### config.mk
export PLATFORM = sky130hd
export DESIGN_NAME = register_mode_pipe
export DESIGN_NICKNAME = d
export VERILOG_FILES = /design/src/rtl/register_mode_pipe.sv
export SDC_FILE = /design/constraint.sdc
export NUM_CORES = 1
export LEC_CHECK = 0
export CAP_MARGIN = 0
export CELL_PAD_IN_SITES_DETAIL_PLACEMENT = 1
export CELL_PAD_IN_SITES_GLOBAL_PLACEMENT = 2
export CORE_MARGIN = 2
export CORE_UTILIZATION = 30
export DETAILED_ROUTE_END_ITERATION = 16
export DONT_BUFFER_PORTS = 1
export PLACE_DENSITY_LB_ADDON = 0.1
export SYNTH_ARGS = -nofsm -noshare
export SYNTH_HDL_FRONTEND = slang
export SYNTH_SLANG_ARGS = --single-unit
### constraint.sdc
create_clock -name CLK -period 3.3 [get_ports CLK]
set_input_delay 0.495 -clock CLK [delete_from_list [all_inputs] [get_ports CLK]]
set_output_delay 0.495 -clock CLK [all_outputs]
set_load 0.03 [all_outputs]
### src/rtl/register_mode_pipe.sv
// Operand register file with CONST/BYPASS/DELAY/ACCUM modes, config write and read-back of any stage.
// Outputs are combinational from state and inputs (zero latency); no backpressure, DELAY/ACCUM advance on clk_en.
module register_mode_pipe #(
  parameter int WIDTH = 16,
  parameter int DEPTH = 4,
  localparam int AW = $clog2(DEPTH),
  localparam int DW = $clog2(DEPTH + 1)
) (
  input  logic             CLK,
  input  logic             RESET,
  input  logic [1:0]       mode,
  input  logic [WIDTH-1:0] const_,
  input  logic [WIDTH-1:0] value,
  input  logic             clk_en,
  input  logic [DW-1:0]    delay,
  input  logic             config_we,
  input  logic [AW-1:0]    config_addr,
  input  logic [WIDTH-1:0] config_data,
  output logic [WIDTH-1:0] O0,
  output logic [WIDTH-1:0] O1,
  output logic             valid
);

  typedef enum logic [1:0] {
    MODE_CONST  = 2'd0,
    MODE_BYPASS = 2'd1,
    MODE_DELAY  = 2'd2,
    MODE_ACCUM  = 2'd3
  } mode_e;

  mode_e            mode_sel;
  logic [WIDTH-1:0] stage_q [DEPTH];
  logic [WIDTH-1:0] stage_d [DEPTH];
  logic [DW-1:0]    fill_q, fill_d;
  logic [1:0]       prev_mode_q, prev_mode_d;
  logic [DW-1:0]    d_eff;
  logic [AW-1:0]    tap;
  logic             addr_ok;

  assign mode_sel = mode_e'(mode);

  // Clamp requested delay into 1..DEPTH.
  always_comb begin
    d_eff = delay;
    if (delay == '0) begin
      d_eff = DW'(1);
    end else if (int'(delay) > DEPTH) begin
      d_eff = DW'(DEPTH);
    end
  end

  assign tap     = AW'(d_eff - DW'(1));
  assign addr_ok = int'(config_addr) < DEPTH;

  always_comb begin
    stage_d     = stage_q;
    fill_d      = fill_q;
    prev_mode_d = mode;
    if (config_we) begin
      if (addr_ok) begin
        stage_d[config_addr] = config_data;
      end
    end else begin
      if (mode != prev_mode_q) begin
        fill_d = '0;
      end
      case (mode_sel)
        MODE_DELAY: begin
          if (clk_en) begin
            stage_d[0] = value;
            for (int i = 1; i < DEPTH; i++) begin
              stage_d[i] = stage_q[i-1];
            end
            if (int'(fill_d) < DEPTH) begin
              fill_d = fill_d + DW'(1);
            end
          end
        end
        MODE_ACCUM: begin
          if (clk_en) begin
            stage_d[0] = stage_q[0] + value;
          end
        end
        default: begin
        end
      endcase
    end
  end

  always_ff @(posedge CLK) begin
    if (RESET) begin
      for (int i = 0; i < DEPTH; i++) begin
        stage_q[i] <= '0;
      end
      fill_q      <= '0;
      prev_mode_q <= '0;
    end else begin
      stage_q     <= stage_d;
      fill_q      <= fill_d;
      prev_mode_q <= prev_mode_d;
    end
  end

  always_comb begin
    O0    = stage_q[0];
    valid = 1'b1;
    case (mode_sel)
      MODE_CONST:  O0 = const_;
      MODE_BYPASS: O0 = value;
      MODE_DELAY: begin
        O0    = stage_q[tap];
        valid = (fill_q >= d_eff);
      end
      default:     O0 = stage_q[0];
    endcase
  end

  assign O1 = addr_ok ? stage_q[config_addr] : '0;

endmodule

# Word level (Yosys, flattened, before mapping)
# Cells that the tools add are included.
# classes
add_sub_neg,3
magnitude_cmp,6
n_eq_ne,6
n_mux,23
bitwise_logic,2
n_reduce_logical,8
# op_table
cell,count
$mux W64,2
$mux W16,6
$bmux W16 S2,2
$bwmux W64,1
$mux W48,1
$pmux W16 S3,1
$demux W16 S2,1
$pmux W16 S2,1
$mux W3,7
$add A16 B16 Y16,1
$ge A3 B3 Y1 const B,2
$ne A3 B3 Y1 const B,2
$not A2 Y3,2
$eq A2 B2 Y1 const B,2
$reduce_bool A2 Y1,2
$add A3 B1 Y3 const B,1
$ge A3 B3 Y1,1
$gt A3 B3 Y1 const B,1
$logic_not A3 Y1,1
$lt A3 B1 Y1 const B,1
$lt A3 B3 Y1 const B,1
$reduce_and A3 Y1,1
$reduce_bool A3 Y1,1
$eq A2 B1 Y1 const B,1
6 further kinds,6
# word_totals
ff_bits,69
input_bits,59
output_inout_bits,33
word_cells,54

# Logic depth before layout (Yosys ltp)
# depth
depth_word,9
depth_mapped,8
depth_no_buf,8

# Worst setup path after synthesis
# No wires, ideal clock.
# synth_path
kind,in2out
from,input port delay[2]
to,output port valid
arrival_time_ns,2.202
required_time_ns,2.805
setup_slack_ns,0.603
cell_stages,7
n_path_buf,2
cell_sequence,clkbuf_1 > buf_1 > a21oi_1 > ha_1 > nand2b_1 > a21oi_1 > o21ai_0
# synth_between
elab_chain_len,5
word_cells_on_any_way,6
classes_between,2 x order compare; 3 x mux; 1 x reduce/logical
# synth_rtl
element,line_no,rtl
from (decl),15,"input logic [DW-1:0] delay,"
$gt A3 B3 Y1,47,end else if (int'(delay) > DEPTH) begin
$mux W3,47,
$mux W3 *,45,if (delay == '0) begin
$ge A3 B3 Y1 *,112,valid = (fill_q >= d_eff);
$mux W1 *,107,case (mode_sel)
to (decl),21,output logic valid
# Every way passes the cells marked *; elsewhere a longest branch is shown, timed or not.

# Final worst setup path
# layout_path
from,register stage_q[48] (netlist bit)
to,register stage_q[56] (netlist bit)
# layout_between
elab_chain_len,4
# layout_rtl
element,line_no,rtl
from (decl),32,logic [WIDTH-1:0] stage_q [DEPTH];
from (signal assigned),98,stage_q <= stage_d;
$add A16 B16 Y16,81,stage_d[0] = stage_q[0] + value;
$mux W16,80,if (clk_en) begin
$pmux W16 S2,67,case (mode_sel)
$mux W64,59,if (config_we) begin
# Every way passes these cells. The select of a mux whose other input is x is not followed.
# A chain may end at the register's enable or synchronous reset.

==> insert_results.sql <==
INSERT INTO impl_metrics (metric_group, metric, value, unit) VALUES
('outcome', 'result_of_the_run', 'finished, final reports clean', ''),
('min_path', 'hold_path_class', 'in -> reg', ''),
('clock_network', 'tritoncts_clock_tree', 'done', ''),
('routing', 'detailroute.via_count', '4764', ''),
('placed_design', 'numPlacedInstances', '806', ''),
('placed_design', 'dp_slack', '0.683', 'ns'),
('placed_design', 'place_area', '0.00538', 'mm^2'),
('yosys', 'yosys_warnings', '0', ''),
('yosys', 'postSynthNetCount', '703', ''),
('routing', 'avgViaCountPerCell', '5.80', ''),
('yosys', 'post_synth_mux_area_share', '21.5', '%'),
('grt', 'grt_antenna_before_repair', '0', ''),
('yosys', 'synth_cell_types', '64', ''),
('critical_path', 'critical_path.endpoint_type', 'flip-flop', ''),
('yosys', 'synth-main-ff-cell', 'sky130_fd_sc_hd__dfxtp_1', ''),
('critical_path', 'timing.critical_path.fanout_max', '5', ''),
('final_layout', 'finish.cell_count_without_fillers', '821', ''),
('yosys', 'synth_top_area_share', '26.3', '%'),
('grt', 'grt_start_max_net_pins', '75', ''),
('sta', 'unrepaired_setup_endpoints_after_global_routing', 'no', ''),
('yosys', 'edff_count_synth', '0', ''),
('clock_network', 'cts_buffers', '9', ''),
('routing', 'drtIter0Drc', '275', ''),
('floorplan', 'rows', '48', ''),
('critical_path', 'crit_arrival', '2.71', 'ns'),
('critical_path', 'worstSetupStartpointType', 'flip-flop', ''),
('critical_path', 'critical_path_class', 'reg -> reg', ''),
('power_and_ir_drop', 'total_power', '2.47', 'mW'),
('final_layout', 'design_area', '0.00565', 'mm^2'),
('yosys', 'synthAdderAreaFrac', '4.91', '%'),
('final_layout', 'layout-drive-gt1-share', '11.1', '%'),
('sta', 'relSlewSlack', '28.4', '%'),
('power_and_ir_drop', 'vdd_drop_max', '0.217', 'mV'),
('final_layout', 'diodes', '0', ''),
('clock_network', 'clk_pin_slew_worst_paths', '0.06', 'ns'),
('power_and_ir_drop', 'power_leakage', '2.11', 'nW'),
('floorplan', 'die_area', '0.0186', 'mm^2'),
('yosys', 'syn_inst', '624', ''),
('sta', 'final.period_utilization', '74.7', '%'),
('sta', 'totalNegativeSetupSlack', '0', 'ns'),
('grt', 'grt_overflow', '0', ''),
('yosys', 'syn-mean-instance-area', '8.42', 'um^2'),
('floorplan', 'io_pins', '92', ''),
('routing', 'finalWirelength', '19.7', 'mm'),
('yosys', 'netlist_area', '0.00525', 'mm^2'),
('sta', 'fmax', '406', 'MHz'),
('clock_network', 'cts_root_buf', 'sky130_fd_sc_hd__clkbuf_16', ''),
('clock_network', 'cts_htree_levels', '3', ''),
('yosys', 'top_cells_by_instance_count_after_synthesis', '73 x sky130_fd_sc_hd__nor2_1, 69 x sky130_fd_sc_hd__dfxtp_1, 62 x sky130_fd_sc_hd__nand2_1', ''),
('placed_design', 'port_buffers', '0', ''),
('sta', 'slew_viol_final', '0', ''),
('grt', 'wire_length_of_the_first_global_routing_pass', '29.9', 'mm'),
('placed_design', 'place_hpwl', '13.7', 'mm'),
('sta', 'hold_viol', '0', ''),
('floorplan', 'die_height', '136', 'um'),
('placed_design', 'place.gp.congestion', '0.777', ''),
('yosys', 'synth_largest_area_cell', 'sky130_fd_sc_hd__dfxtp_1', ''),
('final_layout', 'flow.area_growth_from_synthesis', '7.62', '%'),
('sta', 'setup_viol', '0', ''),
('clock_network', 'cts_hold_buffers', '0', ''),
('clock_network', 'cts_repair_resize_count', '0', ''),
('floorplan', 'die_wd', '136', 'um'),
('critical_path', 'timing.reg2reg.setup_slack', '0.83', 'ns'),
('sta', 'clock-skew-final', '0.00629', 'ns'),
('floorplan', 'placeableCoreArea', '0.0172', 'mm^2'),
('sta', 'worst_slack', '0.834', 'ns'),
('floorplan', 'initial_utilization', '30.5', '%'),
('yosys', 'post_synthesis_async_set_or_reset_flop_share', '0', '%'),
('clock_network', 'cts_setup_buffers', '0', ''),
('final_layout', 'num-nets-final', '671', ''),
('clock_network', 'tritoncts_num_sinks', '69', '');
## sequential cells by signal, summed over array words and instances, names as in the netlist
name and cells:
fill_q 3, prev_mode_q 2, stage_q 64
## kinds of logic (layout without fill, tap and decap cells)
kind of cell | after synthesis | count (layout)
buffers and inverters | 59 | 31
AND/OR/NAND/NOR | 173 | 173
multiplexers | 91 | 91
AO/OA/AOI/OAI | 198 | 198
adder cells (fa/ha/maj) | 20 | 20
XOR/XNOR | 14 | 14
flip-flops | 69 | 69
## layout by cell type (no fill, tap or decap), types with 3 or more instances in the layout
| cell type | Yosys | final |
|---|---|---|
| sky130_fd_sc_hd__nor2_1 | 73 | 73 |
| sky130_fd_sc_hd__dfxtp_1 | 69 | 69 |
| sky130_fd_sc_hd__nand2_1 | 62 | 62 |
| sky130_fd_sc_hd__mux2i_1 | 59 | 59 |
| sky130_fd_sc_hd__o21ai_0 | 56 | 56 |
| sky130_fd_sc_hd__a211oi_1 | 46 | 46 |
| sky130_fd_sc_hd__a21oi_1 | 24 | 24 |
| sky130_fd_sc_hd__ha_1 | 19 | 19 |
| sky130_fd_sc_hd__mux2_2 | 16 | 16 |
| sky130_fd_sc_hd__a22oi_1 | 16 | 16 |
| sky130_fd_sc_hd__mux4_2 | 16 | 16 |
| sky130_fd_sc_hd__xor2_1 | 9 | 9 |
| sky130_fd_sc_hd__clkbuf_16 | 0 | 9 |
| sky130_fd_sc_hd__inv_1 | 8 | 8 |
| sky130_fd_sc_hd__nand2b_1 | 8 | 8 |
| sky130_fd_sc_hd__buf_4 | 1 | 8 |
| sky130_fd_sc_hd__nor3_1 | 7 | 7 |
| sky130_fd_sc_hd__a311oi_1 | 7 | 7 |
| sky130_fd_sc_hd__a21o_1 | 7 | 7 |
| sky130_fd_sc_hd__xnor2_1 | 5 | 5 |
| sky130_fd_sc_hd__a31oi_1 | 4 | 4 |
| sky130_fd_sc_hd__a211o_1 | 4 | 4 |
| sky130_fd_sc_hd__o21a_1 | 4 | 4 |
| sky130_fd_sc_hd__nor2b_1 | 3 | 3 |
| sky130_fd_sc_hd__and2_1 | 3 | 3 |
| sky130_fd_sc_hd__and3_1 | 3 | 3 |
| sky130_fd_sc_hd__o22ai_1 | 3 | 3 |
| sky130_fd_sc_hd__clkbuf_8 | 0 | 3 |
## layout make-up
| cell class | instances | area, um^2 |
|---|---|---|
| repair buffers | 8 | 60.1 |
| fillers | 2028 | 11600 |
| flip-flops and latches | 69 | 1380 |
| clock inverters | 1 | 5.00 |
| inverters | 8 | 30.0 |
| well taps | 225 | 282 |
| multi-input cells | 496 | 3620 |
| clock buffers | 14 | 274 |
## critical path, stage by stage (launching register included)
cell                       delay [ns]
sky130_fd_sc_hd__dfxtp_1         0.35
sky130_fd_sc_hd__ha_1            0.22
sky130_fd_sc_hd__fa_1            0.42
sky130_fd_sc_hd__a21o_1          0.24
sky130_fd_sc_hd__a311oi_2        0.34
sky130_fd_sc_hd__buf_4           0.18
sky130_fd_sc_hd__o31a_1          0.15
sky130_fd_sc_hd__xnor2_1         0.13
sky130_fd_sc_hd__nand2_1         0.07
sky130_fd_sc_hd__a221oi_1        0.28
## worst paths after layout
kind               startpoint           to  cells after the start
setup / recovery  stage_q[48]  stage_q[56]                      9
hold / removal          RESET  stage_q[46]                      1
setup reg to reg  stage_q[48]  stage_q[56]                      9
hold reg to reg     fill_q[1]    fill_q[1]                      2
## metal layers
layer,vias up,global-route usage [%],routed length [um]
met5,-,0,0
met4,0,6.42,272
met3,15,4.14,1020
met2,100,32.3,8620
met1,2388,31.6,9790
li1,2261,-,-
## power breakdown
part / total, mW / internal (mW) / switching [mW]
Combinational: 0.563 / 0.229 / 0.334
Clock: 0.946 / 0.566 / 0.379
Sequential: 0.959 / 0.891 / 0.0677
Total: 2.47 / 1.69 / 0.781
Power figures use the tool's default switching activity.
